[config.mk]
export PLATFORM = sky130hd
export DESIGN_NAME = uart_rx_fifo
export DESIGN_NICKNAME = d
export VERILOG_FILES = /design/src/rtl/uart_rx_fifo.sv
export SDC_FILE = /design/constraint.sdc
export NUM_CORES = 1
export LEC_CHECK = 0
export BUFFER_PORTS_ARGS = -buffer_cell sky130_fd_sc_hd__buf_2
export CAP_MARGIN = 15
export CELL_PAD_IN_SITES_DETAIL_PLACEMENT = 0
export CELL_PAD_IN_SITES_GLOBAL_PLACEMENT = 1
export CORE_ASPECT_RATIO = 1.4
export CORE_MARGIN = 4
export CORE_UTILIZATION = 55
export CTS_BUF_LIST = sky130_fd_sc_hd__clkbuf_4 sky130_fd_sc_hd__clkbuf_8 sky130_fd_sc_hd__clkbuf_16
export DETAILED_ROUTE_END_ITERATION = 10
export GPL_TIMING_DRIVEN = 0
export PLACE_DENSITY_LB_ADDON = 0.1
export SYNTH_ARGS = -nofsm -noshare
export SYNTH_HDL_FRONTEND = slang
export SYNTH_SLANG_ARGS = --single-unit
[constraint.sdc]
create_clock -name clk -period 5.5 [get_ports clk]
set_input_delay 0.275 -clock clk [delete_from_list [all_inputs] [get_ports clk]]
set_output_delay 0.275 -clock clk [all_outputs]
set_load 0.05 [all_outputs]
[src/rtl/uart_rx_fifo.sv]
// Parametrised UART receiver with glitch-rejecting start detect and output FIFO.
// Optional saturating error counters are enabled by defining UART_RX_ERRCNT_EN.
module uart_rx_fifo #(
    parameter int CLK_DIV    = 217,
    parameter int OVERSAMPLE = 4,
    parameter int DATA_BITS  = 8,
    parameter int PARITY     = 0,
    parameter int STOP_BITS  = 1,
    parameter int FIFO_DEPTH = 4
) (
    input  logic                 clk,
    input  logic                 rst,
    input  logic                 rx,
    output logic                 out_valid,
    input  logic                 out_ready,
    output logic [DATA_BITS-1:0] out_data,
    output logic                 out_perr,
    output logic                 frame_err,
    output logic                 overflow
`ifdef UART_RX_ERRCNT_EN
    ,
    output logic [15:0]          frame_err_cnt,
    output logic [15:0]          parity_err_cnt,
    output logic [15:0]          overflow_cnt
`endif
);

    localparam int DW = $clog2(CLK_DIV);
    localparam int TW = $clog2(OVERSAMPLE);
    localparam int AW = $clog2(FIFO_DEPTH);

    typedef enum logic [2:0] {
        S_IDLE, S_START, S_DATA, S_PAR, S_STOP, S_WAIT
    } state_t;

    state_t               state_q, state_d;
    logic                 rx_m_q, rx_s_q;
    logic [1:0]           warm_q;
    logic                 armed_q;
    logic [DW-1:0]        div_q;
    logic [TW-1:0]        tick_q;
    logic                 div_end, sample;
    logic [TW-1:0]        lim;
    logic [3:0]           bit_q, bit_d;
    logic                 stop_q, stop_d;
    logic [DATA_BITS-1:0] data_q, data_d;
    logic                 perr_q, perr_d;
    logic                 push_q, push_d;
    logic                 ferr_q, ferr_d;

    logic [DATA_BITS:0]   mem_q [FIFO_DEPTH];
    logic [AW:0]          wptr_q, wptr_d, rptr_q, rptr_d;
    logic                 full, pop, do_push, ovf_d, ovf_q;
    logic [DATA_BITS:0]   head;
    logic                 vld_d, vld_q;
    logic [DATA_BITS-1:0] odata_q;
    logic                 operr_q;

    // Two-FF synchroniser; arming waits until the preset values are flushed
    always_ff @(posedge clk or posedge rst) begin
        if (rst) begin
            rx_m_q  <= 1'b1;
            rx_s_q  <= 1'b1;
            warm_q  <= 2'b00;
            armed_q <= 1'b0;
        end else begin
            rx_m_q <= rx;
            rx_s_q <= rx_m_q;
            warm_q <= {warm_q[0], 1'b1};
            if (warm_q[1] && rx_s_q)
                armed_q <= 1'b1;
        end
    end

    assign div_end = (div_q == DW'(CLK_DIV - 1));
    assign lim     = (state_q == S_START) ? TW'(OVERSAMPLE/2 - 1)
                                          : TW'(OVERSAMPLE - 1);
    assign sample  = div_end && (tick_q == lim) &&
                     (state_q != S_IDLE) && (state_q != S_WAIT);

    // Prescaler and tick counter; restart after every sample
    always_ff @(posedge clk or posedge rst) begin
        if (rst) begin
            div_q  <= '0;
            tick_q <= '0;
        end else if (state_q == S_IDLE || state_q == S_WAIT || sample) begin
            div_q  <= '0;
            tick_q <= '0;
        end else if (div_end) begin
            div_q  <= '0;
            tick_q <= tick_q + TW'(1);
        end else begin
            div_q <= div_q + DW'(1);
        end
    end

    // Frame FSM next-state logic
    always_comb begin
        state_d = state_q;
        bit_d   = bit_q;
        stop_d  = stop_q;
        data_d  = data_q;
        perr_d  = perr_q;
        push_d  = 1'b0;
        ferr_d  = 1'b0;
        unique case (state_q)
            S_IDLE: begin
                if (armed_q && !rx_s_q) begin
                    state_d = S_START;
                    bit_d   = '0;
                    stop_d  = 1'b0;
                    perr_d  = 1'b0;
                end
            end
            S_START: begin
                if (sample)
                    state_d = rx_s_q ? S_IDLE : S_DATA;
            end
            S_DATA: begin
                if (sample) begin
                    data_d = {rx_s_q, data_q[DATA_BITS-1:1]};
                    bit_d  = bit_q + 4'd1;
                    if (bit_q == 4'(DATA_BITS - 1))
                        state_d = (PARITY != 0) ? S_PAR : S_STOP;
                end
            end
            S_PAR: begin
                if (sample) begin
                    perr_d  = (PARITY == 1) ? ~(^data_q ^ rx_s_q)
                                            : (^data_q ^ rx_s_q);
                    state_d = S_STOP;
                end
            end
            S_STOP: begin
                if (sample) begin
                    if (!rx_s_q) begin
                        ferr_d  = 1'b1;
                        state_d = S_WAIT;
                    end else if (stop_q == 1'(STOP_BITS - 1)) begin
                        push_d  = 1'b1;
                        state_d = S_IDLE;
                    end else begin
                        stop_d = 1'b1;
                    end
                end
            end
            S_WAIT: begin
                if (rx_s_q)
                    state_d = S_IDLE;
            end
            default: state_d = S_IDLE;
        endcase
    end

    // Frame FSM registers
    always_ff @(posedge clk or posedge rst) begin
        if (rst) begin
            state_q <= S_IDLE;
            bit_q   <= '0;
            stop_q  <= 1'b0;
            data_q  <= '0;
            perr_q  <= 1'b0;
            push_q  <= 1'b0;
            ferr_q  <= 1'b0;
        end else begin
            state_q <= state_d;
            bit_q   <= bit_d;
            stop_q  <= stop_d;
            data_q  <= data_d;
            perr_q  <= perr_d;
            push_q  <= push_d;
            ferr_q  <= ferr_d;
        end
    end

    // FIFO control; head register reflects the post-update FIFO contents
    always_comb begin
        pop     = vld_q && out_ready;
        full    = ((wptr_q ^ rptr_q) == {1'b1, {AW{1'b0}}});
        do_push = push_q && (!full || pop);
        ovf_d   = push_q && full && !pop;
        wptr_d  = wptr_q + {{AW{1'b0}}, do_push};
        rptr_d  = rptr_q + {{AW{1'b0}}, pop};
        vld_d   = (wptr_d != rptr_d);
        if (do_push && (rptr_d[AW-1:0] == wptr_q[AW-1:0]))
            head = {perr_q, data_q};
        else
            head = mem_q[rptr_d[AW-1:0]];
    end

    // FIFO storage
    always_ff @(posedge clk) begin
        if (do_push)
            mem_q[wptr_q[AW-1:0]] <= {perr_q, data_q};
    end

    // FIFO pointers, registered head and pulse outputs
    always_ff @(posedge clk or posedge rst) begin
        if (rst) begin
            wptr_q  <= '0;
            rptr_q  <= '0;
            vld_q   <= 1'b0;
            odata_q <= '0;
            operr_q <= 1'b0;
            ovf_q   <= 1'b0;
        end else begin
            wptr_q <= wptr_d;
            rptr_q <= rptr_d;
            vld_q  <= vld_d;
            ovf_q  <= ovf_d;
            if (vld_d)
                {operr_q, odata_q} <= head;
        end
    end

    assign out_valid = vld_q;
    assign out_data  = odata_q;
    assign out_perr  = operr_q;
    assign frame_err = ferr_q;
    assign overflow  = ovf_q;

`ifdef UART_RX_ERRCNT_EN
    logic [15:0] fe_cnt_q, pe_cnt_q, ov_cnt_q;

    // Saturating error counters
    always_ff @(posedge clk or posedge rst) begin
        if (rst) begin
            fe_cnt_q <= '0;
            pe_cnt_q <= '0;
            ov_cnt_q <= '0;
        end else begin
            if (ferr_q && fe_cnt_q != 16'hFFFF)
                fe_cnt_q <= fe_cnt_q + 16'd1;
            if (do_push && perr_q && pe_cnt_q != 16'hFFFF)
                pe_cnt_q <= pe_cnt_q + 16'd1;
            if (ovf_q && ov_cnt_q != 16'hFFFF)
                ov_cnt_q <= ov_cnt_q + 16'd1;
        end
    end

    assign frame_err_cnt  = fe_cnt_q;
    assign parity_err_cnt = pe_cnt_q;
    assign overflow_cnt   = ov_cnt_q;
`endif

endmodule

Word-level counts from Yosys, hierarchy flattened
Memory sizes are Yosys's and may differ from the RTL's. A register that Yosys moved wholly into a read port is not among the register bits. Index checks and enable logic that the tools add are counted.

Register bits: 42. Bits in writable memories: 36. Bits of input ports: 4. Memories kept: 1.

Add/sub/neg operators: 5. Equal/unequal tests: 20. Mux-type cells: 35. Bitwise gates (word level): 2. Reduce and logical (&&, ||, !) cells: 27.

Memories: mem_q (words 4, bits a word 9, rd ports 1, clocked after memory_dff 1, wr ports 1, RTL line 51) `logic [DATA_BITS:0] mem_q [FIFO_DEPTH];`.

Operator list (count): $mux 3 (9); $pmux 3 s6 (1); $mux 8 (2); $mux 1 (14); $ne 2x2->1 const B (7); $eq 3x3->1 const B (3); $logic_and 1x1->1 (9); $add 8x1->8 const B (1); $eq 8x8->1 const B (1); $mux 2 (4); $mux 4 (2); $pmux 4 s2 (1); $reduce_and 8->1 (1); $reduce_bool 2->1 (4); $reduce_xor 8->1 (1); $add 3x1->3 (2); $eq 3x2->1 const B (2); $ne 3x3->1 const B (2); $reduce_and 3->1 (2); $add 4x1->4 const B (1); $eq 4x3->1 const B (1); $pmux 1 s2 (2); $reduce_and 4->1 (1); $eq 3x1->1 const B (1); other kinds (11) (15).

Longest topological paths before layout
Depth in word-level cells: 8. Depth in mapped cells: 10.

Worst setup path after synthesis
OpenSTA, ideal clock, no wires.

Kind: register -> register. Start point: reg vld_q (netlist: out_valid). End point: reg odata_q[0] (netlist: out_data[0]) (read register of mem_q). Arrival: 2.508 ns. Path slack: 2.866 ns. Stages on the path, launching flop included: 11. Period minus slack after synthesis: 2.634 ns. Cells stage by stage: dfrtp_1 > and2_1 > o41ai_2 > inv_2 > buf_6 > ha_1 > ha_1 > xor2_1 > nor2_2 > nand2_2 > a2bb2oi_1.

Word-level cells in the longest chain between the ends: 5. Elaborated cells on any way between the ends: 6. Classes of those cells: 2 x add/sub; 1 x eq/ne; 3 x reduce/logical.

Ends and longest elaborated chain: start, declared (RTL line 55) `logic vld_d, vld_q;`; start signal, assigned (RTL line 209) `vld_q <= vld_d;`; $logic_and 1x1->1 (RTL line 178) `pop = vld_q && out_ready;`; $logic_or 1x1->1 (RTL line 180) `do_push = push_q && (!full || pop);`; $logic_and 1x1->1 (RTL line 180); $add 3x1->3 (RTL line 182) `wptr_d = wptr_q + {{AW{1'b0}}, do_push};`; net wptr_d[1] (RTL line 52) `logic [AW:0] wptr_q, wptr_d, rptr_q, rptr_d;`; $ne 3x3->1 (RTL line 184) `vld_d = (wptr_d != rptr_d);`; net vld_d (RTL line 55); end, declared (RTL line 56) `logic [DATA_BITS-1:0] odata_q;`.

The timed path passes the listed nets, and every way through them passes these cells. A chain may end at the register's enable or synchronous reset.

Worst setup path in the final report
Start point: reg wptr_q[0]. End point: reg odata_q[5] (netlist: out_data[5]) (read register of mem_q).

Word-level cells in the longest chain between the ends: 7.

Ends and longest elaborated chain: start, declared (RTL line 52); start signal, assigned (RTL line 207) `wptr_q <= wptr_d;`; $xor 3x3->3 (RTL line 179) `full = ((wptr_q ^ rptr_q) == {1'b1, {AW{1'b0}}});`; $eq 3x3->1 (RTL line 179); $logic_not 1->1 (RTL line 180); $logic_or 1x1->1 (RTL line 180); $logic_and 1x1->1 (RTL line 180); $add 3x1->3 * (RTL line 182); net wptr_d[2] (RTL line 52); $ne 3x3->1 * (RTL line 184); net vld_d (RTL line 55).

Mark *: on every way through the listed nets, which the timed path passes. The rest lies on a longest branch.

==> flow_summary.json <==
{
  "cts_buffer_depth": 2,
  "path_cells": "xor2_1 -> o41ai_2 -> inv_2 -> buf_6 -> ha_1 -> ha_1 -> xor2_1 -> xnor2_2 -> nand2_2 -> a2bb2oi_1",
  "drtAntennaViolNets": 0,
  "synth_top_flop_cell": "dfrtp_1",
  "syn_avg_cell_area_um2": 13.8,
  "firstDrtPassIters": 4,
  "dieArea_um2": 8370,
  "port_buffers": 15,
  "max-slew-margin-rel_pct": 35.7,
  "finalPower_mw": 1.20,
  "post-route-util_pct": 63.8,
  "viasPerCell": 5.60,
  "final_area_um2": 4250,
  "p_per_area_nw_per_um2": 282,
  "cts_tree": "done",
  "synth_xor_area_share_pct": 6.74,
  "synthAdderAreaFrac_pct": 2.29,
  "tightest_slew_ns": 0.956,
  "hold_path_class": "reg2reg",
  "syn-num-nets": 289,
  "ys_seq_area_share_pct": 61.0,
  "rsz0062_at_grt": "false",
  "crit_type": "reg2reg",
  "final.fill_count": 534,
  "ys_seq_elements": 86,
  "synth_top_family_by_area": "simple AND/OR/NAND/NOR gates",
  "cp-end-kind": "register",
  "final_nets": 319,
  "seqPwrFrac_pct": 59.1,
  "clkSlewWorstSetupHoldPaths_ns": 0.10,
  "layoutNonFillerInstCount": 405,
  "synthCells": 278,
  "insertion_delay_ns": 0.36,
  "critPathSlowestCell": "o41ai_2",
  "synthSimpleGateAreaFrac_pct": 10.3,
  "place_area_um2": 4050,
  "irDropWorstVdd_uv": 266,
  "die_w_um": 78.5,
  "holdWs_ns": 0.353,
  "syn_to_final_growth_pct": 11.0,
  "synth-edff-count": 36,
  "initial_core_util_pct": 57.5,
  "drc": 0,
  "muxShareOfSynthArea_pct": 8.18,
  "grt_max_degree": 33,
  "core_um2": 6660,
  "cts_sinks": 86,
  "p_int_mw": 0.890,
  "fin_crit_ns": 2.99,
  "vias": 2270,
  "hpwl_um": 4800,
  "synthDistinctLibCells": 51,
  "grt_pass1_wl_um": 11500,
  "clock_power_share_pct": 33.5,
  "synth_compound_area_share_pct": 8.63,
  "synthArstFlopShare_pct": 58.1,
  "timing_hold_violations_final": 0,
  "cts_buffers": 9,
  "drive_gt1_share_pct": 24.3,
  "whs_path_depth": 0,
  "p_comb_share_pct": 7.4,
  "worst-path-max-fanout": 10,
  "wl_per_cell_um": 16.6,
  "period_share_pct": 54.4,
  "max_freq_mhz": 334,
  "outcome": "finished clean",
  "start_kind": "register",
  "drtIter0Drc": 141,
  "pin_count": 16,
  "antenna_found_initial": 0,
  "cp.required_ns": 5.74,
  "grt_pass1_vias": 2393,
  "rrSetupSlack_ns": 2.51,
  "max_stage_delay_ns": 0.49,
  "grt.overflow.total": 0,
  "switching_share_pct": 25.6,
  "finalMaxSlewViolations": 0,
  "place_congestion": 0.795,
  "r2r_cells": 10,
  "setup_viol": 0,
  "p_leak_nw": 1.90,
  "pre_cts_ws_ns": 2.52,
  "diodes": 0,
  "synth_area_um2": 3830,
  "h-tree-depth": 3,
  "cts_root_buf": "clkbuf_8",
  "fin_ws_ns": 2.51,
  "wirelength_um": 6730,
  "grtUsageTotal_pct": 18.0,
  "post_cts_resized": 0,
  "die_h_um": 107,
  "drv_cap": 0,
  "yosys_warnings": 0,
  "dp.cells": 387,
  "p_sw_mw": 0.306,
  "num_rows": 35,
  "finalClockSkew_ns": 0.0142,
  "setup_tns_ns": 0,
  "worstPathArrival_ns": 3.23
}
## sequential cells by signal, indices dropped and copies added, names as in the netlist
| register | cells |
|---|---|
| armed_q | 1 |
| bit_q | 4 |
| data_q | 8 |
| div_q | 8 |
| frame_err | 1 |
| mem_q | 36 |
| out_data | 8 |
| out_perr | 1 |
| out_valid | 1 |
| overflow | 1 |
| perr_q | 1 |
| push_q | 1 |
| rptr_q | 3 |
| rx_m_q | 1 |
| rx_s_q | 1 |
| state_q | 3 |
| tick_q | 2 |
| warm_q | 2 |
| wptr_q | 3 |
## critical path: cells and delay by family, from the launching register on
family          cells  cell delay (ns)
compound gates      2             0.68
xor+xnor            3             0.83
fa+ha+maj           2             0.36
simple gates        1             0.26
flops               1             0.48
buf+inv             2             0.25
## repair_timing
action | CTS | global route
hold buffers | 2 | 0
endpoints found under the hold margin | 18 | 0
setup buffers | 0 | 0
## synthesized netlist by cell type, types with 2 or more instances
library cell	instances	area share (%)
nand4_1	5	0.82
nor2_2	2	0.33
a21oi_1	7	0.92
mux4_2	9	5.3
nor2_1	19	1.9
inv_1	10	0.98
nand4bb_1	2	0.59
a32oi_1	9	2.1
o21ai_0	13	1.7
dfstp_2	2	1.4
buf_4	3	0.59
a2bb2oi_1	9	2.1
nand3_1	7	0.92
mux2i_1	2	0.52
and3_1	2	0.33
nor4_1	2	0.33
dfrtp_1	48	31
nor2b_1	2	0.33
ha_1	7	2.3
nand2_1	10	0.98
xnor2_1	12	2.7
o31ai_1	2	0.39
buf_2	5	0.65
or2_2	3	0.49
edfxtp_1	36	28
and4b_1	2	0.52
nor3_1	2	0.26
nor3b_1	2	0.39
xor2_1	13	3.0
and2_1	3	0.49
mux2_2	8	2.4
## placed cells by master, fill, tap and decap left out, types with 10 or more instances in the layout
| cell | synthesis | layout |
|---|---|---|
| nand2_1 | 10 | 10 |
| o21ai_0 | 13 | 13 |
| buf_2 | 5 | 20 |
| nor2_1 | 19 | 19 |
| xor2_1 | 13 | 13 |
| edfxtp_1 | 36 | 36 |
| xnor2_1 | 12 | 12 |
| dfrtp_1 | 48 | 48 |
## cell type report
cell class	count	area (um2)	share of cell area, %
multi-input cells	171	1390	32.8
plain buffers	10	62.6	1.47
inverters	11	41.3	0.972
flip-flops and latches	86	2330	55.0
repair buffers	19	123	2.89
clock inverters	7	53.8	1.27
well taps	92	115	2.71
clock buffers	9	124	2.92
## worst paths after layout
path | to | from
min in group asynchronous | wptr_q[0] | rst
worst min-delay path | rx_s_q | rx_m_q
worst max register to register | out_data[5] | wptr_q[0]
worst max-delay path | out_data[5] | wptr_q[0]
worst min register to register | rx_s_q | rx_m_q
max in group asynchronous | rx_m_q | rst
## logic make-up after synthesis
group | Yosys count
flops | 86
simple gates | 71
compound gates | 46
xor+xnor | 27
buf+inv | 21
mux | 19
fa+ha+maj | 7
other cells | 1
## power groups by stage
stage | registers, mW | logic (mW) | clock network, mW
floorplan | 0.715 | 0.0716 | 0
global placement | 0.721 | 0.0864 | 0
detailed placement | 0.721 | 0.0894 | 0
CTS | 0.707 | 0.0913 | 0.414
global route | 0.711 | 0.106 | 0.443
finish | 0.707 | 0.0889 | 0.400
## routing by layer
layer  share of wire [%]  track usage [%]
met3                 3.8             3.78
met4                 1.3             6.50
met1                  40             21.0
met2                  54             32.3
met5                   0                0
No activity file was read; power rests on OpenSTA's default activity.
